File: src/rtl/sort_pkg.sv
// Shared types and constants for the sort4 scheduler.
package sort_pkg;

  // Default width of one unsigned element.
  localparam int unsigned DefaultDataWidth = 8;

  // Scheduler FSM states.
  typedef enum logic [1:0] {
    StIdle,
    StSort,
    StOut
  } sched_state_e;

endpackage

File: src/rtl/sort4.sv
// Four-lane ascending sorter: compare-exchange network with a registered result.
// Lane 0 (lowest slice) holds the minimum.
module sort4
  import sort_pkg::*;
#(
  parameter int unsigned DataWidth = DefaultDataWidth
) (
  input  logic                   clk_i,
  input  logic                   rst_ni,
  input  logic [4*DataWidth-1:0] data_i,
  output logic [4*DataWidth-1:0] data_o
);

  logic [DataWidth-1:0] l0, l1, l2, l3;
  logic [DataWidth-1:0] m0, m1, m2, m3;
  logic [DataWidth-1:0] n0, n1, n2, n3;
  logic [DataWidth-1:0] o1, o2;
  logic [4*DataWidth-1:0] data_d, data_q;

  // Five compare-exchanges: (0,1)(2,3), then (0,2)(1,3), then (1,2).
  always_comb begin
    l0 = data_i[0*DataWidth +: DataWidth];
    l1 = data_i[1*DataWidth +: DataWidth];
    l2 = data_i[2*DataWidth +: DataWidth];
    l3 = data_i[3*DataWidth +: DataWidth];
    m0 = (l0 <= l1) ? l0 : l1;
    m1 = (l0 <= l1) ? l1 : l0;
    m2 = (l2 <= l3) ? l2 : l3;
    m3 = (l2 <= l3) ? l3 : l2;
    n0 = (m0 <= m2) ? m0 : m2;
    n2 = (m0 <= m2) ? m2 : m0;
    n1 = (m1 <= m3) ? m1 : m3;
    n3 = (m1 <= m3) ? m3 : m1;
    o1 = (n1 <= n2) ? n1 : n2;
    o2 = (n1 <= n2) ? n2 : n1;
    data_d = {n3, o2, o1, n0};
  end

  // Result register.
  always_ff @(posedge clk_i or negedge rst_ni) begin
    if (!rst_ni) begin
      data_q <= '0;
    end else begin
      data_q <= data_d;
    end
  end

  assign data_o = data_q;

endmodule

File: src/rtl/sort4_sched.sv
// Round-robin scheduler feeding a shared 4-element sorter; one result in flight at a time.
module sort4_sched
  import sort_pkg::*;
#(
  parameter int unsigned DATA_WIDTH = DefaultDataWidth,
  parameter int unsigned NUM_REQ    = 4,
  parameter int unsigned ID_W       = $clog2(NUM_REQ)
) (
  input  logic                            clk,
  input  logic                            reset_n,
  input  logic [NUM_REQ-1:0]              req_valid,
  input  logic [NUM_REQ*DATA_WIDTH*4-1:0] req_data,
  input  logic [NUM_REQ-1:0]              req_desc,
  output logic [NUM_REQ-1:0]              req_ready,
  output logic                            out_valid,
  input  logic                            out_ready,
  output logic [DATA_WIDTH*4-1:0]         out_data,
  output logic [ID_W-1:0]                 out_id
);

  localparam int unsigned VecW = 4 * DATA_WIDTH;

  sched_state_e  state_q, state_d;
  logic          sort_wait_q, sort_wait_d;  // sorter register not yet loaded
  logic [ID_W-1:0] ptr_q, ptr_d;
  logic [VecW-1:0] op_data_q, op_data_d;
  logic          op_desc_q, op_desc_d;
  logic [ID_W-1:0] op_id_q, op_id_d;
  logic          out_valid_q, out_valid_d;
  logic [VecW-1:0] out_data_q, out_data_d;
  logic [ID_W-1:0] out_id_q, out_id_d;

  logic          grant_any;
  logic [ID_W-1:0] grant_idx;
  int unsigned   cand;
  logic [VecW-1:0] sorted, sorted_rev;

  // Sorter stage; its reset is unused since the FSM discards stale results.
  sort4 #(
    .DataWidth(DATA_WIDTH)
  ) u_sort4 (
    .clk_i (clk),
    .rst_ni(1'b1),
    .data_i(op_data_q),
    .data_o(sorted)
  );

  // Round-robin search starting at ptr, wrapping to 0.
  always_comb begin
    grant_any = 1'b0;
    grant_idx = '0;
    cand      = 0;
    for (int unsigned off = 0; off < NUM_REQ; off++) begin
      cand = (32'(ptr_q) + off) % NUM_REQ;
      if (!grant_any && req_valid[cand[ID_W-1:0]]) begin
        grant_any = 1'b1;
        grant_idx = cand[ID_W-1:0];
      end
    end
  end

  // Grant is only visible in IDLE and never while reset is held.
  always_comb begin
    req_ready = '0;
    if (reset_n && (state_q == StIdle) && grant_any) begin
      req_ready[grant_idx] = 1'b1;
    end
  end

  // Descending order is the ascending result with lanes mirrored.
  always_comb begin
    sorted_rev = '0;
    for (int l = 0; l < 4; l++) begin
      sorted_rev[l*DATA_WIDTH +: DATA_WIDTH] = sorted[(3-l)*DATA_WIDTH +: DATA_WIDTH];
    end
  end

  // FSM next-state and datapath updates.
  always_comb begin
    state_d     = state_q;
    sort_wait_d = sort_wait_q;
    ptr_d       = ptr_q;
    op_data_d   = op_data_q;
    op_desc_d   = op_desc_q;
    op_id_d     = op_id_q;
    out_valid_d = out_valid_q;
    out_data_d  = out_data_q;
    out_id_d    = out_id_q;
    unique case (state_q)
      StIdle: begin
        if (grant_any) begin
          op_data_d   = req_data[grant_idx*VecW +: VecW];
          op_desc_d   = req_desc[grant_idx];
          op_id_d     = grant_idx;
          ptr_d       = (grant_idx == ID_W'(NUM_REQ - 1)) ? '0 : grant_idx + 1'b1;
          sort_wait_d = 1'b1;
          state_d     = StSort;
        end
      end
      StSort: begin
        if (sort_wait_q) begin
          sort_wait_d = 1'b0;
        end else begin
          out_data_d  = op_desc_q ? sorted_rev : sorted;
          out_id_d    = op_id_q;
          out_valid_d = 1'b1;
          state_d     = StOut;
        end
      end
      StOut: begin
        if (out_ready) begin
          out_valid_d = 1'b0;
          state_d     = StIdle;
        end
      end
      default: state_d = StIdle;
    endcase
  end

  // State registers.
  always_ff @(posedge clk or negedge reset_n) begin
    if (!reset_n) begin
      state_q     <= StIdle;
      sort_wait_q <= 1'b0;
      ptr_q       <= '0;
      op_data_q   <= '0;
      op_desc_q   <= 1'b0;
      op_id_q     <= '0;
      out_valid_q <= 1'b0;
      out_data_q  <= '0;
      out_id_q    <= '0;
    end else begin
      state_q     <= state_d;
      sort_wait_q <= sort_wait_d;
      ptr_q       <= ptr_d;
      op_data_q   <= op_data_d;
      op_desc_q   <= op_desc_d;
      op_id_q     <= op_id_d;
      out_valid_q <= out_valid_d;
      out_data_q  <= out_data_d;
      out_id_q    <= out_id_d;
    end
  end

  assign out_valid = out_valid_q;
  assign out_data  = out_data_q;
  assign out_id    = out_id_q;

endmodule
File: config.mk
export PLATFORM = sky130hd
export DESIGN_NAME = sort4_sched
export DESIGN_NICKNAME = d
export VERILOG_FILES = /design/src/rtl/sort_pkg.sv /design/src/rtl/sort4.sv /design/src/rtl/sort4_sched.sv
export SDC_FILE = /design/constraint.sdc
export NUM_CORES = 1
export LEC_CHECK = 0
export ABC_AREA = 1
export ABC_CLOCK_PERIOD_IN_PS = 14220
export BUFFER_PORTS_ARGS = -buffer_cell sky130_fd_sc_hd__buf_2
export CAP_MARGIN = 20
export CORE_AREA = 2 2 113 115
export CTS_CLUSTER_SIZE = 10
export DETAILED_ROUTE_END_ITERATION = 6
export DIE_AREA = 0 0 115 117
export PLACE_DENSITY = 0.86
export SYNTH_ARGS = -nofsm -noshare
export SYNTH_HDL_FRONTEND = slang
export SYNTH_SLANG_ARGS = --single-unit
File: constraint.sdc
create_clock -name clk -period 14.22 [get_ports clk]
set_input_delay 2.133 -clock clk [delete_from_list [all_inputs] [get_ports clk]]
set_output_delay 2.133 -clock clk [all_outputs]
set_load 0.005 [all_outputs]
==> run metrics, run 1 <==
top cells by count, synth 218 x nand2_1, 122 x o21ai_0, 108 x nor2_1; relative slew slack 33.8%; core box area 12300 sq um; Netlist cell types 42; fin. max-slew vios 0; layout cells sized above 1 22.7%; # rows 41; Layout Nets 1284; Clock Latency Late Sink 0.35 ns; final WL 17.8 mm; Arr. time, crit path 4.79 ns; CTS Buf Count 9; area delta synth->final 15.8%; Area contributors post-synth dfrtp_1 27%, nand2_1 12%, dfxtp_1 9.1%; syn nets 1144; cell taking the most area after synthesis dfrtp_1; Iteration-0 DRC Markers 514; Post-Syn Instances 963; DRC viols 0; Synth Cell Area 7050 sq um; post-DP HPWL 13.9 mm; Worst Path Max Fanout 69; number of flops mapped to enable cells by yosys 0; worst min path class reg -> reg; area of the multi-input gates 3920 sq um; Die X 115 um; unrepaired setup endpoints after global routing false; met1 Use GR 35.3%; setup bufs post-CTS 0; outcome complete, no violations; max_cap viols 0; fin crit share 48.7%; IO buf count 177; height of the die 117 um; FF+latch count, synth 107; register area 2520 sq um; setup TNS 0 ns; GRT Max-Usage Layer met2; met2 usage 47.1%; Global Route met3 Usage 5.20%; global route overflow 0; antenna violations before repair 1; most common cell in the netlist nand2_1; Fmax 144 MHz; fillers 1076; final-report hold violation count 0; share of async-settable or async-resettable flops after synthesis 70.1%; Die ar. 13500 sq um; DRT Pass-1 Iters 5; setup violators final 0; Worst EP required 12.09 ns; worst-margin pin slew 0.989 ns; GP Congestion 0.968; CTS tree done; CP Capture Type output pin; initial core utilization 57.2%; drt wl/cell 14.2 um; Clock Pin Slew Worst Setup and Hold Paths 0.07 ns; routed vias 6992; root buffer cell clkbuf_16; Setup crit start kind input port; CTS Buffer Depth 2; vias in the first global route 6231; synthesized area per cell 7.32 sq um; crit path kind in -> out; Synth warnings 0; Worst Clk Skew 0.00949 ns; first-pass GRT wire length 29.3 mm; gr usage total 27.5%; H-tree levels 3; largest net degree at the start of global routing 71; final worst path period need 6.93 ns; Via density 5.55; Synth Flop Type dfrtp_1; CTS sink cnt 107; num ports 178; Synth top area share 26.6%; Routed Antenna Nets 0; register area share after synthesis 35.7%; hold_buf cts 0; PostCTS Resize Cnt 0
per-layer routing:
| metal | vias up | part of all wire [%] |
|---|---|---|
| met3 | 39 | 8.0 |
| met5 | - | 0 |
| li1 | 3485 | - |
| met1 | 3154 | 43 |
| met4 | 0 | 2.6 |
| met2 | 314 | 47 |
sequential cells by signal (all words and copies together), names as in the netlist:
register,cells
op_data_q,32
out_data,32
u_sort4.data_o,32
op_id_q,2
out_id,2
ptr_q,2
state_q,2
op_desc_q,1
out_valid,1
sort_wait_q,1
area by class of cell:
type	instances	share of cell area (%)
timing repair buffer	181	11.3
tap	150	2.30
clock inverter	7	1.03
clock buffer	9	2.76
multi-input combinational	722	48.0
sequential	107	30.8
antenna	1	0.0307
inverter	82	3.79
cells by family (layout without fill, tap and decap cells):
| family | after synthesis | count (layout) | share of synthesized area (%) |
|---|---|---|---|
| AOI/OAI and AO/OA | 247 | 247 | 21.5 |
| and+or+nand+nor | 432 | 432 | 26.5 |
| buffers and inverters | 134 | 279 | 8.72 |
| DFF | 107 | 107 | 35.7 |
| xor gates and xnor gates | 1 | 1 | 0.124 |
| adders and majority gates | 42 | 42 | 7.46 |
| other | 0 | 1 | 0 |
metrics by stage:
step	utilization (%)	worst slack, ns	hold WS [ns]	cells	instance area (sq um)
2_1_floorplan	-	8.54	0.450	963	7050
3_3_place_gp	63.8	7.49	0.460	1242	7850
3_5_place_dp	63.8	7.37	0.468	1242	7850
4_1_cts	66.3	7.38	0.486	1258	8160
5_1_grt	66.3	7.10	0.503	1259	8160
6_report	66.3	7.29	0.480	1259	8160
cells in the final DEF (no fill, tap or decap), types with 3 or more instances in the layout:
| cell | synthesis | layout |
|---|---|---|
| or2_0 | 16 | 16 |
| o21ai_1 | 22 | 22 |
| o21ai_2 | 12 | 12 |
| or2_1 | 7 | 7 |
| nor2_1 | 108 | 108 |
| nand2_1 | 218 | 217 |
| inv_1 | 78 | 78 |
| o21ai_0 | 122 | 122 |
| o221ai_1 | 7 | 7 |
| ha_1 | 42 | 42 |
| dfrtp_1 | 75 | 75 |
| clkbuf_16 | 0 | 9 |
| buf_4 | 5 | 5 |
| nand4_1 | 5 | 5 |
| buf_2 | 16 | 176 |
| o211ai_1 | 24 | 24 |
| o221ai_2 | 4 | 4 |
| inv_2 | 3 | 3 |
| o211ai_2 | 9 | 9 |
| nand3_1 | 44 | 44 |
| dfxtp_1 | 32 | 32 |
| nand2_2 | 10 | 11 |
| a21oi_1 | 27 | 27 |
| nor2_2 | 10 | 10 |
| a31oi_1 | 10 | 10 |
| and2_1 | 7 | 7 |
| a21o_1 | 3 | 3 |
critical path: stages:
cell      delay, ns
buf_2          0.10
o21ai_0        0.25
nand2_1        0.12
o21ai_2        0.14
inv_2          0.07
nor3_4         0.15
nand2_2        0.10
nand2_2        0.10
nand2_4        0.37
clkinv_2       0.11
buf_4          0.56
ha_1           0.25
inv_1          0.05
nor2_1         0.10
buf_2          0.12
path summary, 6_finish.rpt:
path / from / end / slack (ns) / depth (start not counted)
worst max-delay path: req_valid[1] / req_ready[3] / 7.29 / 15
worst min-delay path: out_data[18] / out_data[18] / 0.48 / 2
worst max register to register: op_data_q[15] / u_sort4.data_o[17] / 8.38 / 25
worst min register to register: out_data[18] / out_data[18] / 0.48 / 2
max in group asynchronous: reset_n / op_data_q[23] / 11.60 / 2
min in group asynchronous: reset_n / out_id[0] / 1.72 / 1
Power of run 1 is left out: the tool's default activity adds up to more than one toggle a clock period on the data nets, which glitch-free logic cannot reach.
==> inputs of run 2 (changes only) <==
- ABC_AREA: 1 -> 0
- ABC_CLOCK_PERIOD_IN_PS: 14220 -> 6950
- CORE_AREA: 2 2 113 115 -> 2 2 115 117
- DIE_AREA: 0 0 115 117 -> 0 0 117 119
- PLACE_DENSITY: 0.86 -> 0.8
- clock period: 14.22 -> 6.95 ns (I/O delays scaled with it)
==> run 2 against run 1 <==
Worst setup slack got worse by 6.7 ns. Critical path depth rose by 13. First-iteration DRC count is 25% lower. Critical path type is now reg -> reg. Largest cell class unchanged. Highest routed layer unchanged.
==> run metrics, run 2 <==
outcome complete, no violations; most common cell in the netlist nand2_1; Synth warnings 0 (unchanged); final worst path period need 6.34 ns; Via density 5.33 (-4.0%); global route overflow 0 (unchanged); routed vias 6234 (-11%); relative slew slack 37.6% (+3.8 points); H-tree levels 3 (unchanged); fin crit share 91.3%; Fmax 158 MHz; worst min path class reg -> reg; Layout Nets 1169 (-9.0%); DRT Pass-1 Iters 4 (-1); CTS tree done; Worst EP required 7.19 ns (-4.90 ns); worst slack at placement 0.581 ns (-6.79 ns); num ports 178 (unchanged); Setup crit start kind register; CTS Buf Count 9 (unchanged); crit path kind reg -> reg; synthesized area per cell 8.06 sq um (+10%); hold_buf cts 0 (unchanged); area delta synth->final 20.4%; root buffer cell clkbuf_16; total inserted antenna cells 0 (-1); top cells by count, synth 124 x nand2_1, 118 x nor2_1, 75 x a21oi_1, 75 x dfrtp_1, 70 x mux2i_1; # rows 42 (+2.4%); number of flops mapped to enable cells by yosys 0 (unchanged); Area contributors post-synth dfrtp_1 28%, mux2i_1 10%, dfxtp_1 9.5%; setup violators final 0 (unchanged); Routed Antenna Nets 0 (unchanged); final-report hold violation count 0 (unchanged); Die X 117 um (+1.7%); drt wl/cell 14.3 um (+1.2%); gr usage total 25.7% (-1.8 points); Post-Place Cells 1152 (-7.2%); cell taking the most area after synthesis dfrtp_1; post-DP HPWL 12.9 mm (-7.7%); DRC viols 0 (unchanged); Post-Syn Instances 833 (-13%); Clock Latency Late Sink 0.35 ns (about the same); register area share after synthesis 37.5% (+1.8 points); largest net degree at the start of global routing 69 (-2.8%); Clock Pin Slew Worst Setup and Hold Paths 0.07 ns (about the same); max_cap viols 0 (unchanged); first-pass GRT wire length 28.3 mm (-3.6%); most common cell after layout, fill and taps aside buf_2; CP Capture Type register; CP max stage delay 0.54 ns (-0.02 ns); syn nets 1014 (-11%); Synth Flop Type dfrtp_1; core box area 12900 sq um (+4.6%); Synth Cell Area 6720 sq um (-4.7%); flop-to-flop setup slack 0.61 ns (-7.77 ns); Netlist cell types 47 (+12%); worst-margin pin slew 0.927 ns (-0.0620 ns); setup TNS 0 ns (unchanged); vias in the first global route 5949 (-4.5%); Iteration-0 DRC Markers 387 (-25%); Worst Path Max Fanout 16 (-77%); antenna violations before repair 0 (-1); Arr. time, crit path 6.58 ns (+1.79 ns); fin. max-slew vios 0 (unchanged); GP Congestion 0.962 (-0.56%); Die ar. 13900 sq um (+3.5%); layout cells sized above 1 24.4% (+1.6 points); height of the die 119 um (+1.7%); FF+latch count, synth 107 (unchanged); final WL 16.8 mm (-6.0%); initial core utilization 52.2% (-5.1 points); final setup margin 0.606 ns (-6.69 ns); most frequent cells in the layout 176 x buf_2, 124 x nand2_1, 118 x nor2_1; share of async-settable or async-resettable flops after synthesis 70.1% (unchanged); unrepaired setup endpoints after global routing false; Worst Clk Skew 0.00878 ns (-0.000709 ns); Crit-path slowest cell o31ai_4; Synth top area share 27.9% (+1.3 points); CTS sink cnt 107 (unchanged); fin cells 1169 (-7.1%); IO buf count 177 (unchanged); CTS Buffer Depth 2 (unchanged)
==> run 2: cell count changes after synthesis, sizes merged, moves of 26 or more <==
cell	delta
inv	-36
o21ai	-95
o211ai	-26
nand2	-106
a21oi	+48
mux2i	+70
==> run 2: timing repair <==
item,CTS,global route
resized for setup,0,1
setup buffers,0,0
endpoints found under the setup margin,0,10
==> run 2: worst max-delay path: cells and delay by family (launching register included) <==
kind | cells | cell delay [ns]
AOI/OAI and AO/OA | 10 | 2.06
and+or+nand+nor | 7 | 1.19
muxes | 3 | 1.02
buffers and inverters | 5 | 0.79
adders and majority gates | 3 | 0.78
DFF | 1 | 0.38
==> run 2: per-layer routing <==
layer  share of wire (%)  GRT usage, %  vias up
met2                  49          42.6      193
met3                 5.7          5.04       23
met1                  44          34.4     2849
li1                    -             -     3169
met5                   0             0        -
met4                 2.0          6.40        0
==> run 2: path summary, 6_finish.rpt <==
| check | start | endpoint | cells after the start |
|---|---|---|---|
| worst max-delay path | op_data_q[9] | u_sort4.data_o[22] | 28 |
| worst min-delay path | op_id_q[0] | op_id_q[0] | 2 |
| worst max register to register | op_data_q[9] | u_sort4.data_o[22] | 28 |
| worst min register to register | op_id_q[0] | op_id_q[0] | 2 |
| max in group asynchronous | reset_n | out_data[20] | 2 |
| min in group asynchronous | reset_n | op_data_q[25] | 1 |
==> run 2: layout make-up <==
| cell class | instances | area [sq um] |
|---|---|---|
| Multi-Input combinational cell | 633 | 3850 |
| Clock inverter | 6 | 53.8 |
| Inverter | 46 | 173 |
| Tap cell | 176 | 220 |
| Clock buffer | 10 | 250 |
| Sequential cell | 107 | 2520 |
| Timing Repair Buffer | 191 | 1010 |
| Fill cell | 1158 | 4790 |
==> run 2: cell families (layout without fill, tap and decap cells) <==
kind of cell	after synthesis	count (layout)	share of synthesized area [%]
simple gates	335	335	21.0
compound gates	169	169	14.9
flops	107	107	37.5
buf+inv	93	253	5.50
mux	87	87	13.3
fa+ha+maj	42	42	7.83
==> run 2: metrics by stage <==
| step | utilization, % | hold WS [ns] | instance area, sq um |
|---|---|---|---|
| 2_1_floorplan | - | 0.444 | 6720 |
| 3_3_place_gp | 60.2 | 0.458 | 7750 |
| 3_5_place_dp | 60.2 | 0.472 | 7750 |
| 4_1_cts | 62.5 | 0.489 | 8050 |
| 5_1_grt | 62.8 | 0.518 | 8080 |
| 6_report | 62.8 | 0.483 | 8080 |
Power of run 2 is left out for the same reason.
